--- src/rtl/frac_to_decimal_stream.sv ---
// frac_to_decimal_stream
//   Converts a WIDTH-bit binary fraction (value = frac / 2^WIDTH) into a stream
//   of BCD digits, most significant first, one digit per valid/ready handshake.
//   Each digit comes from an exact x10 multiply: the top 4 bits of acc*10 are the
//   digit and the low WIDTH bits are the remainder carried to the next digit.
//   The result is truncated, never rounded.
//
//   Optional feature macro: F2D_EARLY_STOP_EN -- when defined, the stream ends at
//   the first digit whose remainder is zero (at least one digit is always sent).
//
// Ports
//   clk, rst_n    clock (rising edge), asynchronous active-low reset
//   start         conversion request, accepted only in IDLE
//   abort         synchronous cancel, honoured in RUN and DONE
//   frac          fraction operand, sampled on the accepted start cycle
//   busy          high in RUN and DONE
//   digit_data    current BCD digit
//   digit_valid   digit_data / digit_index / digit_last are valid
//   digit_ready   sink accepts the digit when digit_valid & digit_ready
//   digit_last    current digit is the final one of this conversion
//   digit_index   0-based position of the current digit after the point
//   done          one-cycle pulse after the last digit is accepted
module frac_to_decimal_stream #(
  parameter  int WIDTH      = 64,
  parameter  int NUM_DIGITS = 20,
  localparam int IDX_W      = (NUM_DIGITS > 1) ? $clog2(NUM_DIGITS) : 1
) (
  input  logic             clk,
  input  logic             rst_n,
  input  logic             start,
  input  logic             abort,
  input  logic [WIDTH-1:0] frac,
  output logic             busy,
  output logic [3:0]       digit_data,
  output logic             digit_valid,
  input  logic             digit_ready,
  output logic             digit_last,
  output logic [IDX_W-1:0] digit_index,
  output logic             done
);

  typedef enum logic [1:0] {IDLE, RUN, DONE} state_t;

  localparam logic [IDX_W-1:0] LAST_IDX = IDX_W'(NUM_DIGITS - 1);

  state_t             state_q, state_d;
  logic [WIDTH-1:0]   acc_q, acc_d;
  logic [3:0]         digit_q, digit_d;
  logic [IDX_W-1:0]   idx_q, idx_d;
  logic               valid_q, valid_d;
  logic               last_q, last_d;
  logic               done_q, done_d;

  // One shared x10 datapath: fed by frac when starting, by the remainder otherwise.
  logic [WIDTH-1:0]   mul_src;
  logic [WIDTH+3:0]   prod;
  logic [3:0]         dig;
  logic [WIDTH-1:0]   rem;
  logic [IDX_W-1:0]   idx_inc;
  logic               early;

  assign mul_src = (state_q == IDLE) ? frac : acc_q;
  assign prod    = ({4'b0, mul_src} << 3) + ({4'b0, mul_src} << 1);
  assign dig     = prod[WIDTH+3:WIDTH];
  assign rem     = prod[WIDTH-1:0];
  assign idx_inc = idx_q + IDX_W'(1);

`ifdef F2D_EARLY_STOP_EN
  assign early = (rem == '0);
`else
  assign early = 1'b0;
`endif

  always_comb begin
    state_d = state_q;
    acc_d   = acc_q;
    digit_d = digit_q;
    idx_d   = idx_q;
    valid_d = valid_q;
    last_d  = last_q;
    done_d  = 1'b0;
    case (state_q)
      IDLE: begin
        // start wins over a same-cycle abort; abort alone does nothing here
        if (start) begin
          state_d = RUN;
          acc_d   = rem;
          digit_d = dig;
          idx_d   = '0;
          valid_d = 1'b1;
          last_d  = (LAST_IDX == '0) | early;
        end
      end
      RUN: begin
        // abort beats a handshake in the same cycle
        if (abort) begin
          state_d = IDLE;
          valid_d = 1'b0;
          last_d  = 1'b0;
        end else if (valid_q && digit_ready) begin
          if (last_q) begin
            state_d = DONE;
            valid_d = 1'b0;
            last_d  = 1'b0;
            done_d  = 1'b1;
          end else begin
            acc_d   = rem;
            digit_d = dig;
            idx_d   = idx_inc;
            last_d  = (idx_inc == LAST_IDX) | early;
          end
        end
      end
      DONE:    state_d = IDLE;
      default: state_d = IDLE;
    endcase
  end

  always_ff @(posedge clk or negedge rst_n) begin
    if (!rst_n) begin
      state_q <= IDLE;
      acc_q   <= '0;
      digit_q <= '0;
      idx_q   <= '0;
      valid_q <= 1'b0;
      last_q  <= 1'b0;
      done_q  <= 1'b0;
    end else begin
      state_q <= state_d;
      acc_q   <= acc_d;
      digit_q <= digit_d;
      idx_q   <= idx_d;
      valid_q <= valid_d;
      last_q  <= last_d;
      done_q  <= done_d;
    end
  end

  assign busy        = (state_q != IDLE);
  assign digit_data  = digit_q;
  assign digit_valid = valid_q;
  assign digit_last  = last_q;
  assign digit_index = idx_q;
  assign done        = done_q;

endmodule

--- config.mk ---
export PLATFORM = sky130hd
export DESIGN_NAME = frac_to_decimal_stream
export DESIGN_NICKNAME = d
export VERILOG_FILES = /design/src/rtl/frac_to_decimal_stream.sv
export SDC_FILE = /design/constraint.sdc
export NUM_CORES = 1
export LEC_CHECK = 0
export ABC_CLOCK_PERIOD_IN_PS = 13990
export CAP_MARGIN = 20
export CORE_ASPECT_RATIO = 1.2
export CORE_UTILIZATION = 25
export DETAILED_ROUTE_END_ITERATION = 12
export GPL_TIMING_DRIVEN = 1
export HOLD_SLACK_MARGIN = 0.03
export PLACE_DENSITY_LB_ADDON = 0.3
export SLEW_MARGIN = 30
export SYNTH_ARGS = -nofsm -noshare
export SYNTH_HDL_FRONTEND = slang
export SYNTH_SLANG_ARGS = --single-unit
--- constraint.sdc ---
create_clock -name clk -period 13.99 [get_ports clk]
set_clock_uncertainty 0.1 [all_clocks]
set_input_delay 2.798 -clock clk [delete_from_list [all_inputs] [get_ports clk]]
set_output_delay 2.798 -clock clk [all_outputs]
set_load 0.05 [all_outputs]
=== After elaboration in Yosys (flattened, before gate mapping) ===
Index checks and enable logic that the tools add are counted.

* Word-level logic and storage cells: 60
* Input port bits: 69
* Register bits after elaboration: 78
* Output and inout port bits: 13

* Eq/ne operators: 8
* Add/subtract/negate cells: 2
* Multiplexer cells: 35
* Reductions and logical operators: 8

{| class="wikitable"
|+ Operators with widths
! operator !! number
|-
| 64-bit two-way mux || 5
|-
| 64-bit one-hot mux with 2 select lines || 1
|-
| 67-bit by 65-bit adder with 68-bit output || 1
|-
| 5-bit two-way mux || 4
|-
| 4-bit two-way mux || 4
|-
| 1-bit two-way mux || 12
|-
| 5-bit one-hot mux with 2 select lines || 1
|-
| 2-bit two-way mux || 4
|-
| 2-bit inequality test (second input constant) || 4
|-
| 4-bit one-hot mux with 2 select lines || 1
|-
| 3-bit inequality test (second input constant) || 2
|-
| 3-bit AND reduction || 2
|-
| 5-bit by 1-bit adder with 5-bit output (second input constant) || 1
|-
| 5-bit == test (second input constant) || 1
|-
| 5-bit AND reduction || 1
|-
| 1-bit one-hot mux with 2 select lines || 2
|-
| 2-bit one-hot mux with 2 select lines || 1
|-
| 4-bit AND reduction || 1
|-
| 2-bit nonzero test || 2
|-
| 2-bit by 1-bit == test with 1-bit output (second input constant) || 1
|-
| 2-bit zero test || 1
|-
| 1-bit logical AND || 1
|}

=== Longest topological paths before layout ===
* Depth after elaboration: 7
* Depth in mapped cells: 22

=== Least setup slack after synthesis ===
Ideal clock, no wire load.

* Kind: in2reg
* Start: input port frac[0]
* End: register digit_q[1] (netlist: digit_data[1])
* Path slack: 8.273 ns
* Library setup time: 0.122 ns
* Stages on the path: 15
* Data arrival time: 5.495 ns
* Cells stage by stage: and2_1 -> ha_1 -> inv_1 -> fa_1 -> nor2b_1 -> o31a_1 -> o311ai_1 -> nor2_1 -> nor3_1 -> o41ai_2 -> a21bo_2 -> nand3b_2 -> a31oi_2 -> or4_1 -> a32o_1

* Word-level cells in the longest chain between the ends: 6
* Elaborated cells between the ends (all ways): 7

{| class="wikitable"
|+ Ends and longest elaborated chain
! item !! RTL line !! text
|-
| from (decl) || 32 || <nowiki>input logic [WIDTH-1:0] frac,</nowiki>
|-
| 64-bit two-way mux * || 62 || <nowiki>assign mul_src = (state_q == IDLE) ? frac : acc_q;</nowiki>
|-
| 67-bit by 65-bit adder with 68-bit output * || 63 || <nowiki>assign prod = ({4'b0, mul_src} << 3) + ({4'b0, mul_src} << 1);</nowiki>
|-
| 4-bit two-way mux || 101 || <nowiki>if (last_q) begin</nowiki>
|-
| 4-bit two-way mux || 100 || <nowiki>end else if (valid_q && digit_ready) begin</nowiki>
|-
| 4-bit two-way mux || 96 || <nowiki>if (abort) begin</nowiki>
|-
| 4-bit one-hot mux with 2 select lines * || 82 || <nowiki>case (state_q)</nowiki>
|-
| to (signal assigned) || 131 || <nowiki>digit_q <= digit_d;</nowiki>
|-
| to (decl) || 48 || <nowiki>logic [3:0] digit_q, digit_d;</nowiki>
|}

Mark *: on every way between the ends. The rest lies on a longest branch, timed or not. The select of a mux whose other input is x is not followed.
A chain may end at the register's enable or synchronous reset.

=== Final worst setup path ===
* Start: input port frac[9]
* End: register digit_q[1] (netlist: digit_data[1])

Same word-level chain as after synthesis.

==> run metrics <==
final core occ 0.296; post-layout minimum cycle time between 6 and 7 ns; top-area cell type share of the netlist area 0.214; residual overflow from global routing 0; initial antenna violation count 0; cells resized by post-CTS repair 0; TritonCTS clock tree yes; result of the run finished, final reports clean; setup slack at placement 7.27 ns; smallest setup slack after layout around 7.6 ns; Synthesized Nets approximately 1,300; endpoints failing hold 0; synthesis warning total 0; final wirelength roughly 28 mm; First-pass DRT Iterations 5; Fmax achieved around 160 MHz; cells along the critical path clkdlybuf4s50_1 > or3b_2 > nand2_1 > ha_1 > a21oi_1 > inv_1 > a21oi_1 > a21boi_1 > nor3_1 > o41ai_2 > a21bo_2 > nand3b_2 > a31oi_2 > or4_1 > a32o_1; RD Place Congestion around 0.9; most repeated cell in the gate-level netlist after synthesis nand2_1; cell accounting for the most synthesized area dfrtp_1; root buffer cell clkbuf_16; routed via count 8,666; I/O pin count 82; number of standard cells in the layout, taps in and fillers out between 1,500 and 2,000; routed wire length per instance 16.6 um; CP dominant cell by count a21oi_1; Critical Path Start frac[9]; Final ANT Viol Nets 0; maximum count of clock buffers along a single path 2; number of different library cells in the post-synthesis netlist 94; pin count of the biggest net entering global routing 75; largest cells by area after synthesis dfrtp_1 21%, nand2_1 9.9%, xnor2_1 7.2%, ha_1 6.8%, a21oi_1 6.7%; detailed placement HPWL 21.5 mm; CP arrival around 6.5 ns; kind of critical path input port to register; largest driver fanout on the critical path 5; post-detailed-placement cell area a little over 10,000 um2; GRT Util Overall 0.156; worst min path class register to register; endpoint type of the worst setup path register; share of layout cells above drive strength 1 0.0658; vias in the first global route 8,480; H-Tree Depth 3; most frequent cells after synthesis 237 x nand2_1, 120 x a21oi_1, 110 x nor2_1; portion of the post-synthesis area used by sequential elements 0.214; DR vias/cell approximately 5; final critical-path share of the clock period 0.456; Inserted Clock Buffers 9; number of max-cap violations 0; Setup Total Neg Slack 0 ns; floorplan die height around 210 um; worst skew pair latency 0.35 ns; Post-CTS Repair Setup Buffers 0; number of sinks handled by clock tree synthesis 77; first-pass GRT wire length ~46 mm; worst hold slack around 0.37 ns; Layout Area Growth over Synthesis 15.8%; VDD IR-drop max 0.0626 mV; mean post-synth cell area about 7.4 um2; starting density of the core 0.255; CTS hold repair buffers 0; hold path startpoint acc_q[3]; Max stage delay on crit path 0.60 ns; library cell contributing the largest single delay on the critical path clkdlybuf4s50_1; net count reported at finish approximately 1,400; power density cells around 210 nW/um2; area of the core 35,200 um2; EDFF count, synth 0; startpoint type of the worst setup path input port; share of flip-flops with an asynchronous set or reset after synthesis 1.00; worst-margin pin slew roughly 0.83 ns; clock-pin slew reported for the worst setup and hold paths after clock tree synthesis ~0.060 ns; final max-slew violation count 0; post-layout total power about 2.2 mW; required time reported for the critical path endpoint 14.12 ns; total die area ~37,000 um2; Reg-to-Reg Start state_q[1]; Post-route DRC 0; die span in x about 180 um; total instance count after detailed placement between 1,500 and 2,000; synthesis-stage register bit count 77; violation count after the first detailed-routing iteration ~470; fillers roughly 3,900; netlist area before placement around 9000 um2; Primary FF master, synth dfrtp_1; cell row count 75; synthesized instance count approximately 1,200; final setup violating endpoints 0; Final Cell Area roughly 10,000 um2; static leakage approximately 4.3 nW; Rel. slew slack 0.434; number of antenna repair diodes 0; RSZ-0062 raised after global routing no; number of buffer cells added on primary ports 81
## cell usage in the layout, fill, tap and decap left out, drive strengths merged, types with 8 or more instances in the layout
cell type / instances
nand3: 25
inv: 23
a21oi: 125
and2: 9
nand2: 239
nand2b: 11
buf: 10
ha: 49
o21ai: 72
clkdlybuf4s50: 80
xor2: 33
a21o: 37
a21boi: 8
clkbuf: 15
nor2: 111
o21bai: 11
nand4: 19
xnor2: 74
dfrtp: 77
nor3: 26
a31oi: 20
mux2i: 29
## flip-flops by register name, summed over array words and instances (netlist names)
| register | cells |
|---|---|
| digit_valid | 1 |
| state_q | 2 |
| digit_last | 1 |
| digit_data | 4 |
| acc_q | 63 |
| done | 1 |
| digit_index | 5 |
## where the power goes
group	leakage (nW)	internal (mW)	switching, mW
registers	0.897	0.317	0.112
clock network	0.138	0.144	0.105
logic	3.29	0.603	0.871
total	4.33	1.06	1.09
## critical path, delay by kind of cell
family / cells / cell delay [ns]
simple gates: 5 / 1.46
compound gates: 7 / 1.32
buf+inv: 2 / 0.67
fa+ha+maj: 1 / 0.26
## layer usage
| layer | up-vias | wire length (um) | global-route usage |
|---|---|---|---|
| li1 | 4357 | - | - |
| met1 | 4074 | 13200 | 0.205 |
| met2 | 184 | 13600 | 0.264 |
| met3 | 51 | 865 | 0.0190 |
| met4 | 0 | 647 | 0.0492 |
| met5 | - | 0 | 0 |
## cell type report
cell class / count / area [um2] / share of cell area
multi-input combinational: 1040 / 6640 / 0.639
sequential: 77 / 1930 / 0.185
timing repair buffer: 90 / 876 / 0.0842
tap: 462 / 578 / 0.0556
clock buffer: 15 / 258 / 0.0248
inverter: 23 / 88.8 / 0.00854
clock inverter: 1 / 30.0 / 0.00289
## logic make-up after synthesis
group,Yosys count,share of synthesized area
and+or+nand+nor,487,0.244
AOI/OAI and AO/OA,353,0.260
xor gates and xnor gates,107,0.104
buffers and inverters,98,0.0468
DFF,77,0.214
adders and majority gates,57,0.0786
muxes,36,0.0514
## path summary, 6_finish.rpt
check                                end  slack (ns)  depth (start not counted)
setup / recovery           digit_data[1]        7.61                         15
hold / removal                  acc_q[3]        0.37                          2
setup reg to reg           digit_data[3]        8.84                         21
hold reg to reg                 acc_q[3]        0.37                          2
max in group asynchronous      acc_q[44]       10.42                          2
min in group asynchronous      acc_q[15]        2.33                          1
Power figures use the tool's default switching activity.
